--- src/rtl/muldiv_hilo_ctrl.sv ---
// Sequencer for the external multiplier/divider and owner of architectural HI/LO.
// MULT/DIV take UNIT_CYCLES+3 edges from the accepting edge to done; MTHI/MTLO/div-by-zero take 1 edge.
module muldiv_hilo_ctrl #(
  parameter int MUL_CYCLES = 32,
  parameter int DIV_CYCLES = 32,
  parameter int CNT_W      = 6
) (
  input  logic        clk,
  input  logic        reset,
  input  logic        start,
  input  logic [1:0]  op,
  input  logic [31:0] rs_data,
  input  logic [31:0] rt_data,
  output logic        busy,
  output logic        done,
  output logic        div_zero,
  output logic [31:0] hi_out,
  output logic [31:0] lo_out,
  output logic [31:0] mul_a,
  output logic [31:0] mul_b,
  output logic        mul_reset,
  input  logic [31:0] mul_hi,
  input  logic [31:0] mul_lo,
  output logic [31:0] div_a,
  output logic [31:0] div_b,
  output logic        div_reset,
  input  logic [31:0] div_hi,
  input  logic [31:0] div_lo
);

  typedef enum logic [2:0] {
    S_IDLE,
    S_M_LAUNCH,
    S_M_RUN,
    S_D_LAUNCH,
    S_D_RUN,
    S_CAPTURE,
    S_FINISH
  } state_t;

  localparam logic [1:0] OP_MULT = 2'b00;
  localparam logic [1:0] OP_DIV  = 2'b01;
  localparam logic [1:0] OP_MTHI = 2'b10;

  localparam logic [CNT_W-1:0] MUL_LAST = CNT_W'(MUL_CYCLES - 1);
  localparam logic [CNT_W-1:0] DIV_LAST = CNT_W'(DIV_CYCLES - 1);

  state_t            state_q, state_d;
  logic [CNT_W-1:0]  cnt_q, cnt_d;
  logic [31:0]       opa_q, opa_d;
  logic [31:0]       opb_q, opb_d;
  logic [31:0]       hi_q, hi_d;
  logic [31:0]       lo_q, lo_d;
  logic              dz_q, dz_d;
  logic              is_div_q, is_div_d;

  always_ff @(posedge clk) begin
    if (reset) begin
      state_q  <= S_IDLE;
      cnt_q    <= '0;
      opa_q    <= '0;
      opb_q    <= '0;
      hi_q     <= '0;
      lo_q     <= '0;
      dz_q     <= 1'b0;
      is_div_q <= 1'b0;
    end else begin
      state_q  <= state_d;
      cnt_q    <= cnt_d;
      opa_q    <= opa_d;
      opb_q    <= opb_d;
      hi_q     <= hi_d;
      lo_q     <= lo_d;
      dz_q     <= dz_d;
      is_div_q <= is_div_d;
    end
  end

  always_comb begin
    state_d  = state_q;
    cnt_d    = cnt_q;
    opa_d    = opa_q;
    opb_d    = opb_q;
    hi_d     = hi_q;
    lo_d     = lo_q;
    dz_d     = dz_q;
    is_div_d = is_div_q;

    unique case (state_q)
      S_IDLE: begin
        if (start) begin
          dz_d     = 1'b0;
          opa_d    = rs_data;
          opb_d    = rt_data;
          is_div_d = (op == OP_DIV);
          case (op)
            OP_MULT: state_d = S_M_LAUNCH;
            OP_DIV: begin
              if (rt_data != 32'd0) begin
                state_d = S_D_LAUNCH;
              end else begin
                dz_d    = 1'b1;
                state_d = S_FINISH;
              end
            end
            OP_MTHI: begin
              hi_d    = rs_data;
              state_d = S_FINISH;
            end
            default: begin
              lo_d    = rs_data;
              state_d = S_FINISH;
            end
          endcase
        end
      end
      S_M_LAUNCH: begin
        cnt_d   = '0;
        state_d = S_M_RUN;
      end
      S_M_RUN: begin
        cnt_d = cnt_q + CNT_W'(1);
        if (cnt_q == MUL_LAST) state_d = S_CAPTURE;
      end
      S_D_LAUNCH: begin
        cnt_d   = '0;
        state_d = S_D_RUN;
      end
      S_D_RUN: begin
        cnt_d = cnt_q + CNT_W'(1);
        if (cnt_q == DIV_LAST) state_d = S_CAPTURE;
      end
      S_CAPTURE: begin
        hi_d    = is_div_q ? div_hi : mul_hi;
        lo_d    = is_div_q ? div_lo : mul_lo;
        state_d = S_FINISH;
      end
      S_FINISH: state_d = S_IDLE;
      default:  state_d = S_IDLE;
    endcase
  end

  // Operands stay live on the unit inputs: the multiplier re-reads A every iteration.
  assign mul_a     = opa_q;
  assign mul_b     = opb_q;
  assign div_a     = opa_q;
  assign div_b     = opb_q;
  assign mul_reset = reset | (state_q == S_M_LAUNCH);
  assign div_reset = reset | (state_q == S_D_LAUNCH);
  assign busy      = (state_q != S_IDLE);
  assign done      = (state_q == S_FINISH);
  assign div_zero  = dz_q;
  assign hi_out    = hi_q;
  assign lo_out    = lo_q;

endmodule

--- config.mk ---
export PLATFORM = sky130hd
export DESIGN_NAME = muldiv_hilo_ctrl
export DESIGN_NICKNAME = d
export VERILOG_FILES = /design/src/rtl/muldiv_hilo_ctrl.sv
export SDC_FILE = /design/constraint.sdc
export NUM_CORES = 1
export LEC_CHECK = 0
export ABC_AREA = 1
export BUFFER_PORTS_ARGS = -buffer_cell sky130_fd_sc_hd__clkbuf_2
export CAP_MARGIN = 15
export CORE_AREA = 2 2 154 156
export CTS_BUF_LIST = sky130_fd_sc_hd__clkbuf_4
export CTS_CLUSTER_DIAMETER = 50
export DETAILED_ROUTE_END_ITERATION = 7
export DIE_AREA = 0 0 156 158
export GPL_TIMING_DRIVEN = 0
export HOLD_SLACK_MARGIN = 0.02
export SETUP_SLACK_MARGIN = 0.3
export SLEW_MARGIN = 20
export SYNTH_ARGS = -nofsm -noshare
export SYNTH_HDL_FRONTEND = slang
export SYNTH_SLANG_ARGS = --single-unit
--- constraint.sdc ---
create_clock -name clk -period 1.85 [get_ports clk]
set_input_delay 0.0925 -clock clk [delete_from_list [all_inputs] [get_ports clk]]
set_output_delay 0.0925 -clock clk [all_outputs]
set_load 0.01 [all_outputs]
==> out/summary.txt <==
Worst Path Max Fanout: 6
Root Driver: clkbuf_4
pin count of the biggest net entering global routing: 17
top cell type's share of synthesized area: 0.390
hpwl dp: 23.6 mm
Clk pin slew, worst setup/hold paths: 140 ps
maximum clock path buffer count: 2
min-delay worst type: in2reg
Clk pwr share: 0.157
antenna-violating nets left: 0
routability cong.: 0.856
count of standard-cell rows: 56
Vias: 9458
Clock Skews: 19.9 ps
Placed Instances: 1778
net count after synthesis: 1294
Synth Instances: 1096
HP Start: mul_hi[10]
count leader, synth: o21ai_0
maximum VDD drop: 613 uV
met2 Usage GRT: 0.437
antenna violations before repair: 1
relative slew slack: 0.567
Non-Filler Instances: 1986
share of flip-flops with an asynchronous set or reset: 0
Syn Area/Cell: 6.51 um2
die footprint: 24600 um2
Post-synth EDFFs: 0
Setup crit end kind: flip-flop
reg2reg setup slack: 190 ps
LEAKAGE: 6.19 nW
combinational power share: 0.514
clock latency at the later pin of the worst-skew pair: 570 ps
R2R Path Start: state_q[2]$_SDFFE_PP0P_
Core Util, Final: 0.532
Sw Pwr: 5.92 mW
P_int: 8.37 mW
I/O pin count: 394
GR Util All Layers: 0.249
cell area after layout: 12300 um2
via/cell ratio: 4.76
area grow syn2layout: 71.9%
Starting Density: 0.310
Die Ht: 158 um
DR iter-0 viols: 647
Synth top cells by count: o21ai_0 (239), nor2_1 (221), nand2_1 (157)
top post-synthesis cells by area: dfxtp_1 (39%), o21ai_0 (17%), nor2_1 (12%)
Sw Ratio: 0.414
final hold viol count: 0
fillers: 2237
Placeable Area: 23100 um2
Max Slew Vio Count: 0
Hold Crit Endpoint: hi_out[10]$_SDFFE_PP0P_
Die W: 156 um
vias in the first global route: 8737
Routed WL per cell: 16.9 um
arrival time worst endpoint: 2150 ps
final wirelength: 33.6 mm
FF/Latch Area: 2800 um2
RSZ-0062 raised after global routing: yes
hold path cells: 7
CTS sink cnt: 139
Worst Setup Start Kind: flip-flop
Netlist cell types: 23
overall power: 14.3 mW
Tightest Pin Transition: 650 ps
CTS tree: done
Num CTS Buffers: 17
H-tree Lvls: 4
placed instance area: 9460 um2
layout cell share with drive strength beyond 1: 0.389
Multi-input gate area: 3390 um2
leading register cell type out of synthesis: dfxtp_1
final setup violation count: 0
Tcrit/Tclk final: 0.899
outcome: finished clean
TritonRoute pass-1 iters: 7
Yosys warnings: 0
Max Cap Viol: 0
pwr dens: 1170 nW/um2
global-route wire length before repair: 47.4 mm
DRC: 0
CP Data Required Time: 2340 ps
Port-buffer cells: 392
final worst path period need: 1660 ps
area leader, netlist: dfxtp_1
max frequency: 602 MHz
sequential power share: 0.329
Reg2Reg Depth: 10
Post-Syn Area: 7140 um2
Worst Setup Path Type: reg2reg
M3 GR Usage: 0.0523
setup TNS: 0 ps
register area share after synthesis: 0.390
Most Used Layer, Global Route: met2
met1 usage: 0.305
synthesized flop and latch total: 139
Worst R2R End: div_a[16]$_SDFFE_PP0P_
Nets: 1880
grt ovf: 0
## final cells by class
class | instances | area share
inverters | 119 | 0.0374
plain buffers | 132 | 0.0913
repair buffers | 567 | 0.312
well taps | 290 | 0.0296
flip-flops and latches | 139 | 0.228
diodes | 1 | 0.000204
multi-input cells | 706 | 0.276
clock buffers | 17 | 0.0104
clock inverters | 15 | 0.0152
## flip-flops by register name, summed over array words and instances, names as in the netlist
name and cells:
state_q 3, div_b 32, hi_out 32, cnt_q 6
div_zero 1, is_div_q 1, div_a 32, lo_out 32
## power groups by stage
stage               sequential, mW  combinational [mW]  clock [mW]
finish                        4.70                7.35        2.24
global route                  4.80                7.93        2.40
CTS                           4.64                6.50        2.30
detailed placement            4.69                5.68           0
global placement              4.68                5.65           0
floorplan                     4.92                2.84           0
## worst max path at each step
stage	depth (start not counted)	slack, ps	start	endpoint
after floorplan	8	400	state_q[2]$_SDFFE_PP0P_	div_a[12]$_SDFFE_PP0P_
after global placement	8	-300	is_div_q$_SDFFE_PP0P_	lo_out[1]$_SDFFE_PP0P_
after detailed placement	9	-320	is_div_q$_SDFFE_PP0P_	hi_out[28]$_SDFFE_PP0P_
after CTS	9	220	state_q[2]$_SDFFE_PP0P_	lo_out[8]$_SDFFE_PP0P_
after global routing	10	110	state_q[2]$_SDFFE_PP0P_	div_a[10]$_SDFFE_PP0P_
final	10	190	state_q[2]$_SDFFE_PP0P_	div_a[16]$_SDFFE_PP0P_
## cells by family after synthesis
group | after synthesis | synth area share
fa+ha+maj | 1 | 0.00175
flops | 139 | 0.390
simple gates | 395 | 0.214
buf+inv | 251 | 0.172
compound gates | 310 | 0.223
## layout by cell type (no fill, tap or decap), types with 4 or more instances in the layout
cell / Yosys / final
nand2_1: 157 / 156
nor2_2: 2 / 42
buf_12: 0 / 10
o21ai_2: 0 / 16
inv_2: 7 / 5
buf_4: 65 / 83
clkbuf_1: 33 / 12
nand3_1: 9 / 6
a21oi_2: 0 / 7
nor2_4: 2 / 7
buf_8: 0 / 9
inv_6: 0 / 6
nor2_1: 221 / 176
dlygate4sd3_1: 0 / 152
clkbuf_2: 1 / 397
clkbuf_16: 0 / 6
o21ai_0: 239 / 202
inv_1: 112 / 110
clkinv_4: 0 / 4
buf_6: 0 / 19
dfxtp_1: 139 / 135
clkbuf_4: 0 / 23
o21ai_1: 26 / 46
a21oi_1: 39 / 32
## per-layer routing
| metal | vias up | part of all wire |
|---|---|---|
| li1 | 4593 | - |
| met2 | 441 | 0.49 |
| met4 | 0 | 0.027 |
| met3 | 68 | 0.067 |
| met1 | 4356 | 0.41 |
| met5 | - | 0 |
## worst max-delay path: stages (launching register included)
cell and delay, ps:
dfxtp_4 390, nor2_4 100, inv_2 60, nor2_4 140, inv_2 80, nor2_4 170, buf_12 170, buf_8 120
buf_6 120, o21ai_2 50, a21oi_1 150
## per-stage QoR
stage / setup WS, ps / hold slack (ps)
floorplan: 404 / 227
global placement: -305 / 332
detailed placement: -317 / 340
CTS: 221 / 20.5
global route: 109 / 52.4
finish: 188 / 53.3
## repair_timing
item / in CTS / in global routing
pin swaps: 8 / 17
hold buffers: 152 / 0
gates cloned: 1 / 7
resized for setup: 120 / 154
hold endpoints to repair: 132 / 0
buffers inserted: 10 / 5
setup endpoints to repair: 135 / 139
(Power assumes the default switching activity.)
